$ cat src/rtl/q8_8_accumulator.sv
// Sums sign-magnitude Q8.8 beats in a two's-complement accumulator and emits a
// 17-bit sign-magnitude block total. Define Q8_8_ACC_SAT_EN to saturate on overflow.
module q8_8_accumulator #(
    parameter int BUS_WIDTH = 16,
    parameter int BLOCK_LEN = 4,
    parameter int CNT_WIDTH = 8
) (
    input  logic                   clk,
    input  logic                   rst,
    input  logic                   in_valid,
    output logic                   in_ready,
    input  logic [BUS_WIDTH+1:0]   in_data,
    input  logic                   flush,
    output logic                   out_valid,
    input  logic                   out_ready,
    output logic [BUS_WIDTH:0]     out_data,
    output logic                   out_ovf,
    output logic [CNT_WIDTH-1:0]   out_count
);

    localparam int ACC_W = BUS_WIDTH + 2 + CNT_WIDTH;

    typedef enum logic [1:0] {IDLE, ACCUM, HOLD} state_t;

    state_t                  state_q, state_d;
    logic signed [ACC_W-1:0] acc_q, acc_d;
    logic [CNT_WIDTH-1:0]    cnt_q, cnt_d;
    logic [BUS_WIDTH:0]      out_data_q, out_data_d;
    logic                    out_ovf_q, out_ovf_d;
    logic [CNT_WIDTH-1:0]    out_count_q, out_count_d;

    logic                    accept, close;
    logic [ACC_W-1:0]        beat_mag, abs_mag;
    logic signed [ACC_W-1:0] beat_val, acc_sum;
    logic [CNT_WIDTH-1:0]    cnt_sum;
    logic                    res_sign, res_ovf;
    logic [BUS_WIDTH-1:0]    res_mag;

    // Handshake outputs are forced low while reset is held, even mid-HOLD.
    assign in_ready  = ~rst & (state_q != HOLD);
    assign out_valid = ~rst & (state_q == HOLD);
    assign out_data  = rst ? '0 : out_data_q;
    assign out_ovf   = ~rst & out_ovf_q;
    assign out_count = rst ? '0 : out_count_q;

    assign accept = in_valid & in_ready;

    always_comb begin
        beat_mag = ACC_W'(in_data[BUS_WIDTH:0]);
        beat_val = in_data[BUS_WIDTH+1] ? -$signed(beat_mag) : $signed(beat_mag);
        acc_sum  = acc_q + (accept ? beat_val : '0);
        cnt_sum  = cnt_q + CNT_WIDTH'(accept);

        // Sign only set for a strictly negative sum, so zero is always +0.
        res_sign = acc_sum[ACC_W-1];
        abs_mag  = res_sign ? ACC_W'(-acc_sum) : ACC_W'(acc_sum);
        res_ovf  = |abs_mag[ACC_W-1:BUS_WIDTH];
`ifdef Q8_8_ACC_SAT_EN
        res_mag  = res_ovf ? '1 : abs_mag[BUS_WIDTH-1:0];
`else
        res_mag  = abs_mag[BUS_WIDTH-1:0];
`endif
    end

    always_comb begin
        close = 1'b0;
        case (state_q)
            IDLE:    close = accept && (cnt_sum == CNT_WIDTH'(BLOCK_LEN));
            ACCUM:   close = (accept && (cnt_sum == CNT_WIDTH'(BLOCK_LEN))) || flush;
            default: close = 1'b0;
        endcase
    end

    always_comb begin
        state_d     = state_q;
        acc_d       = acc_q;
        cnt_d       = cnt_q;
        out_data_d  = out_data_q;
        out_ovf_d   = out_ovf_q;
        out_count_d = out_count_q;
        case (state_q)
            IDLE, ACCUM: begin
                acc_d = acc_sum;
                cnt_d = cnt_sum;
                if (close) begin
                    state_d     = HOLD;
                    out_data_d  = {res_sign, res_mag};
                    out_ovf_d   = res_ovf;
                    out_count_d = cnt_sum;
                end else if (accept) begin
                    state_d = ACCUM;
                end
            end
            HOLD: begin
                if (out_ready) begin
                    state_d = IDLE;
                    acc_d   = '0;
                    cnt_d   = '0;
                end
            end
            default: state_d = IDLE;
        endcase
    end

    always_ff @(posedge clk) begin
        if (rst) begin
            state_q     <= IDLE;
            acc_q       <= '0;
            cnt_q       <= '0;
            out_data_q  <= '0;
            out_ovf_q   <= 1'b0;
            out_count_q <= '0;
        end else begin
            state_q     <= state_d;
            acc_q       <= acc_d;
            cnt_q       <= cnt_d;
            out_data_q  <= out_data_d;
            out_ovf_q   <= out_ovf_d;
            out_count_q <= out_count_d;
        end
    end

endmodule
$ cat config.mk
export PLATFORM = sky130hd
export DESIGN_NAME = q8_8_accumulator
export DESIGN_NICKNAME = d
export VERILOG_FILES = /design/src/rtl/q8_8_accumulator.sv
export SDC_FILE = /design/constraint.sdc
export NUM_CORES = 1
export LEC_CHECK = 0
export CAP_MARGIN = 20
export CORE_MARGIN = 1
export CORE_UTILIZATION = 25
export DETAILED_ROUTE_END_ITERATION = 8
export HOLD_SLACK_MARGIN = 0.02
export PLACE_DENSITY = 0.4
export SYNTH_ARGS = -nofsm -noshare
export SYNTH_HDL_FRONTEND = slang
export SYNTH_SLANG_ARGS = --single-unit
$ cat constraint.sdc
create_clock -name clk -period 5.1 [get_ports clk]
set_input_delay 1.02 -clock clk [delete_from_list [all_inputs] [get_ports clk]]
set_output_delay 1.02 -clock clk [all_outputs]
set_load 0.01 [all_outputs]
## Yosys cells after proc, flatten, opt, wreduce, memory -nomap -nowiden

Index checks and enable logic that the tools add are counted.

| operators by class | value |
|---|---|
| add/subtract/negate cells | 4 |
| $mul | 0 |
| divide/modulo/power cells | 0 |
| magnitude comparators | 0 |
| equal/unequal tests | 6 |
| shifts and indexed selects | 0 |
| multiplexer cells | 14 |
| bitwise operators | 5 |
| reduce and logical (&&, ||, !) cells | 9 |

Operator list:

| kind | count |
|---|---|
| two-way mux 26 bit | 4 |
| one-hot mux 26 bit (2 select lines) | 1 |
| adder 26 bit | 1 |
| negation 17 -> 26 bit | 1 |
| negation 26 bit | 1 |
| two-way mux 17 bit | 1 |
| two-way mux 8 bit | 2 |
| one-hot mux 8 bit (2 select lines) | 1 |
| OR reduction 10 bit | 1 |
| adder 8 x 1 -> 8 bit | 1 |
| == test 8 x 3 -> 1 bit (second input constant) | 1 |
| two-way mux 2 bit | 3 |
| AND reduction 2 bit | 3 |
| AND 1 bit | 4 |
| != test 2 bit (second input constant) | 2 |
| one-hot mux 2 bit (2 select lines) | 1 |
| != test 3 bit (second input constant) | 1 |
| == test 2 x 1 -> 1 bit (second input constant) | 1 |
| == test 2 bit (second input constant) | 1 |
| logical NOT 2 bit | 1 |
| one-hot mux 1 bit (2 select lines) | 1 |
| nonzero test 2 bit | 1 |
| OR reduction 2 bit | 1 |
| logical AND 1 bit | 1 |
| other kinds (2) | 2 |

| word-level totals | value |
|---|---|
| flip-flop bits (word level) | 62 |
| latch bits | 0 |
| memory bits (writable) | 0 |
| bits in read-only memories | 0 |
| output and inout bits | 28 |
| word-level logic and storage cells | 44 |
| memories | 0 |

## Longest topological paths before layout

| logic depth | value |
|---|---|
| depth in word-level cells | 10 |
| depth in mapped cells | 21 |

## Worst setup path before layout

OpenSTA, ideal clock, no wires.

| path | value |
|---|---|
| kind | input -> register |
| start | in in_data[5] |
| end | reg out_ovf_q |
| library setup time | 0.091 ns |
| arrival time | 5.342 ns |
| slack | -0.333 ns |
| stages | 18 |
| buffers on the path | 0 |
| path through | or4_1 or3_1 inv_2 nand2_1 o41ai_1 xor2_1 nor2_1 ha_1 a21o_1 o21bai_1 a311oi_1 inv_1 or3_1 a211oi_1 a211oi_1 a31o_2 a41o_1 a311oi_1 |

| between the ends | value |
|---|---|
| cells in the longest elaborated chain, start to end | 7 |

RTL lines:

| what | line | RTL |
|---|---|---|
| start: declaration | 12 | `input logic [BUS_WIDTH+1:0] in_data,` |
| negation 17 -> 26 bit | 50 | `beat_val = in_data[BUS_WIDTH+1] ? -$signed(beat_mag) : $signed(beat_mag);` |
| two-way mux 26 bit (*) | 50 |  |
| two-way mux 26 bit (*) | 51 | `acc_sum = acc_q + (accept ? beat_val : '0);` |
| adder 26 bit (*) | 51 |  |
| negation 26 bit | 56 | `abs_mag = res_sign ? ACC_W'(-acc_sum) : ACC_W'(acc_sum);` |
| two-way mux 26 bit (*) | 56 |  |
| OR reduction 10 bit (*) | 57 | `res_ovf = \|abs_mag[ACC_W-1:BUS_WIDTH];` |
| end signal: assignment | 118 | `out_ovf_q <= out_ovf_d;` |
| end: declaration | 29 | `logic out_ovf_q, out_ovf_d;` |

Mark *: on every way between the ends. The rest lies on a longest branch, timed or not.
A chain may end at the register's enable or synchronous reset.

## Final worst setup path

| path | value |
|---|---|
| start | in in_data[4] |
| end | reg out_ovf_q |

The elaborated chain is that of the path after synthesis.

==> results.txt <==
----------------------------------------------------
[Pwr]
  Lkg Pwr ... 3.21 nW
  Total power divided by cell area ... 237 nW/µm²
  Maximum vdd ir drop ... 0.000172 V

[Critical path]
  Reg-to-reg endpoint ... out_ovf_q$_SDFFE_PP0P_
  CP Cell Sequence ... buf_6 > or4_4 > or3_4 > inv_4 > nand2_2 > o41ai_2 > xor2_1 > nor2_1 > ha_1 > a21o_1 > a311o_1 > a211oi_2 > o21bai_1 > a41o_1 > xor2_2 > nor2_2 > a211oi_1 > a31o_2 > a41o_1 > a311oi_1
  Critical path start-end classification ... in2reg
  Cells on worst reg2reg path ... 19
  Type of element launching the critical path ... input pin
  Reg2reg setup slack ... 930 ps
  Required time reported for the critical path endpoint ... 5360 ps
  Slowest CP cell ... sky130_fd_sc_hd__or4_4
  Largest fanout of any net on the critical path ... 4
  CP Capture Type ... flop
  RR Startpoint ... state_q[0]$_SDFFE_PP0P_
  Worst setup path startpoint ... in_data[4]
  Delay of the slowest cell on the worst path ... 540 ps
  Most frequent cell on the critical path ... sky130_fd_sc_hd__a41o_1
  Arrival time of data at the critical path endpoint ... 5280 ps

[Clock network]
  Clock tree from TritonCTS ... yes
  Maximum clock insertion buffer count ... 2
  H-tree Lvls ... 3
  Clock buffers created by TritonCTS ... 9
  Clock insertion delay at the later pin of the skew report ... 350 ps
  Sink count of the clock tree ... 62
  Clock transition at path regs ... 70 ps
  Count of hold-fix buffers inserted at cts ... 0
  Root buffer cell ... sky130_fd_sc_hd__clkbuf_16

[Detailed routing]
  Via count ... 5426
  Via-to-Cell Ratio ... 4.74
  Total DRC errors in the routed layout ... 0
  Drt wl/cell ... 14.8 µm
  Post-detailed-routing wire length ... 16.9 mm
  Detailed Routing Iterations Pass 1 ... 4
  Number of nets with antenna violations after routing ... 0
  Initial detailed-routing violation count ... 221

[Synth]
  Post-synthesis instance area ... 5060 µm²
  Cells after synthesis ... 683
  Biggest area consumer among synthesized cells ... sky130_fd_sc_hd__dfxtp_1
  Seq/Total Area, Yosys ... 24.5%
  Fraction of post-synthesis cell area in the top cell type by area ... 24.5%
  Yosys Warn Count ... 0
  EDFF count, synth ... 0
  Proportion of register bits with asynchronous set or reset after synthesis ... 0%
  Average footprint of a synthesized cell ... 7.40 µm²
  #FFs+latches synth ... 62
  Synthesized netlist net count ... 736
  Top area cells in the synthesized netlist ... sky130_fd_sc_hd__dfxtp_1 25%, sky130_fd_sc_hd__nor2_1 10%, sky130_fd_sc_hd__ha_1 7.2%
  Most common flop cell mapped by yosys ... sky130_fd_sc_hd__dfxtp_1
  Count of distinct cell types in the synthesized netlist ... 69

[Floorplan]
  Core Box Area ... 19700 µm²
  Die Span Y ... 144 µm
  Top-level port count ... 51
  Chip Width ... 144 µm
  DIE AREA ... 20800 µm²
  Row Count ... 51
  Initial cell density of the core ... 25.7%

[Global routing]
  Number of antenna violations at the first check in global routing ... 0
  GR Util All Layers ... 17.4%
  Number of global-route vias before repair ... 5315
  Largest net degree at the start of global routing ... 90
  Remaining Overflow, GRT ... 0
  First-pass GRT wire length ... 27.8 mm

[Hold path]
  Hold-critical path depth ... 2
  Worst Hold Class ... reg2reg
  Launch instance of the worst min-delay path ... out_data_q[4]$_SDFFE_PP0P_
  Worst hold endpoint ... out_data_q[4]$_SDFFE_PP0P_

[Timing]
  Final Max Slew Viols ... 0
  Final-report setup violation count ... 0
  Period Utilization, post-route ... 98.4%
  Number of hold violations in the final report ... 0
  Slew Limit Headroom ... 37.3%
  Maximum clock frequency ... 199 MHz
  Slew at the pin closest to its max-slew limit ... 941 ps
  Worst clock skew on the final layout ... 10.1 ps
  Period minus WS final ... 5020 ps
  Sum of negative setup slack ... 0 ps
  Setup repair after global routing missed its margin ... true

[Placement]
  Detail Placement HPWL ... 13.1 mm
  Placed instance area ... 7020 µm²
  Last weighted congestion value of the routability-driven placer ... 0.839
  DP Cell Count ... 1118
  PortBufs ... 50

[Cells and area]
  Ratio of cells with drive above 1 in the final layout ... 29.3%
  Commonest non-fill, non-tap cells in the layout ... 164 x sky130_fd_sc_hd__buf_4, 131 x sky130_fd_sc_hd__nor2_1, 62 x sky130_fd_sc_hd__dfxtp_1, 44 x sky130_fd_sc_hd__a21oi_1, 42 x sky130_fd_sc_hd__clkdlybuf4s50_1
  Final core area utilization ... 38.6%
  Ant. Diodes ... 0
  Most frequent standard cell in the layout excluding fill and tap cells ... sky130_fd_sc_hd__buf_4
  Net count reported at finish ... 928
  Layout Cell Area excl Fill ... 7580 µm²
  FILL cells ... 2121
  Register Area ... 1240 µm²
  Area used by multi-input combinational logic ... 3950 µm²
  Final Non-Filler Cells ... 1145
  Area Overhead vs Synth ... 49.9%

[Job]
  Maximum capacitance violations ... 0

[Status]
  Outcome ... finished, final reports clean

----------------------------------------------------
[how the worst max path moves through the flow]
stage	end	slack, ps	cells after the start
2_1_floorplan	out_ovf_q$_SDFFE_PP0P_	-120	18
3_3_place_gp	out_ovf_q$_SDFFE_PP0P_	-720	19
3_5_place_dp	out_ovf_q$_SDFFE_PP0P_	-750	16
4_1_cts	out_ovf_q$_SDFFE_PP0P_	-40	19
5_1_grt	out_ovf_q$_SDFFE_PP0P_	-120	23
6_report	out_ovf_q$_SDFFE_PP0P_	80	20
[flip-flops by register name (all words and copies together), names as in the netlist]
register and cells:
out_ovf_q 1, acc_q 26, out_count_q 8, state_q 2, out_data_q 17, cnt_q 8
[critical path, delay by kind of cell]
family | cells | cell delay, ps
adders and majority gates | 1 | 310
xor gates and xnor gates | 2 | 360
AOI/OAI and AO/OA | 10 | 2150
and+or+nand+nor | 5 | 1270
buffers and inverters | 2 | 160
[cell type report]
class / count / share of cell area, %
clock buffer: 9 / 2.97
clock inverter: 7 / 0.660
inverter: 15 / 0.776
multi-input combinational: 572 / 52.0
sequential: 62 / 16.4
tap: 265 / 4.37
timing repair buffer: 215 / 22.8
[cell families after synthesis]
family | after synthesis | synth area share, %
xor gates and xnor gates | 54 | 9.65
buffers and inverters | 49 | 3.91
and+or+nand+nor | 294 | 27.8
muxes | 7 | 1.41
adders and majority gates | 30 | 7.57
AOI/OAI and AO/OA | 187 | 25.1
DFF | 62 | 24.5
[power breakdown]
group          switching, mW  internal (mW)  total [mW]
Sequential            0.0181          0.516       0.534
Clock                  0.268          0.330       0.598
Combinational          0.341          0.324       0.665
[cell usage after synthesis (all sizes together) (3+ instances only)]
cell type,n
a211o,3
a211oi,26
a21o,7
a21oi,53
a22oi,14
a311oi,3
a31oi,8
and2,8
and3,8
and4,3
buf,6
clkbuf,28
dfxtp,62
ha,29
inv,15
mux2i,6
nand2,40
nand2b,7
nand3,22
nand4,6
nor2,135
nor2b,29
nor3,9
nor4,8
o211ai,5
o21a,6
o21ai,33
o31ai,5
o41ai,4
or2,4
or3,5
or4,3
xnor2,23
xor2,31
[routing by layer]
| metal | vias up | part of all wire [%] | wire length, µm | global-route usage [%] |
|---|---|---|---|---|
| met1 | 2497 | 51 | 8640 | 23.7 |
| met5 | - | 0 | 0 | 0 |
| met4 | 0 | 1.2 | 195 | 4.38 |
| met2 | 79 | 45 | 7560 | 27.7 |
| li1 | 2834 | - | - | - |
| met3 | 16 | 3.1 | 526 | 3.48 |
[repair_timing]
item / 4_1_cts / 5_1_grt
setup endpoints to repair: 16 / 14
gates resized for setup: 36 / 29
pin swaps: 24 / 11
setup buffers: 9 / 2
[per-stage QoR]
step	total power, mW	hold slack (ps)	worst slack (ps)
after floorplan	0.897	452	-124
after CTS	1.80	495	-37.1
final	1.80	493	82.4
after global placement	1.18	472	-715
after global routing	1.91	512	-122
after detailed placement	1.18	485	-750
Note: power is estimated with default switching activity, not from simulation.
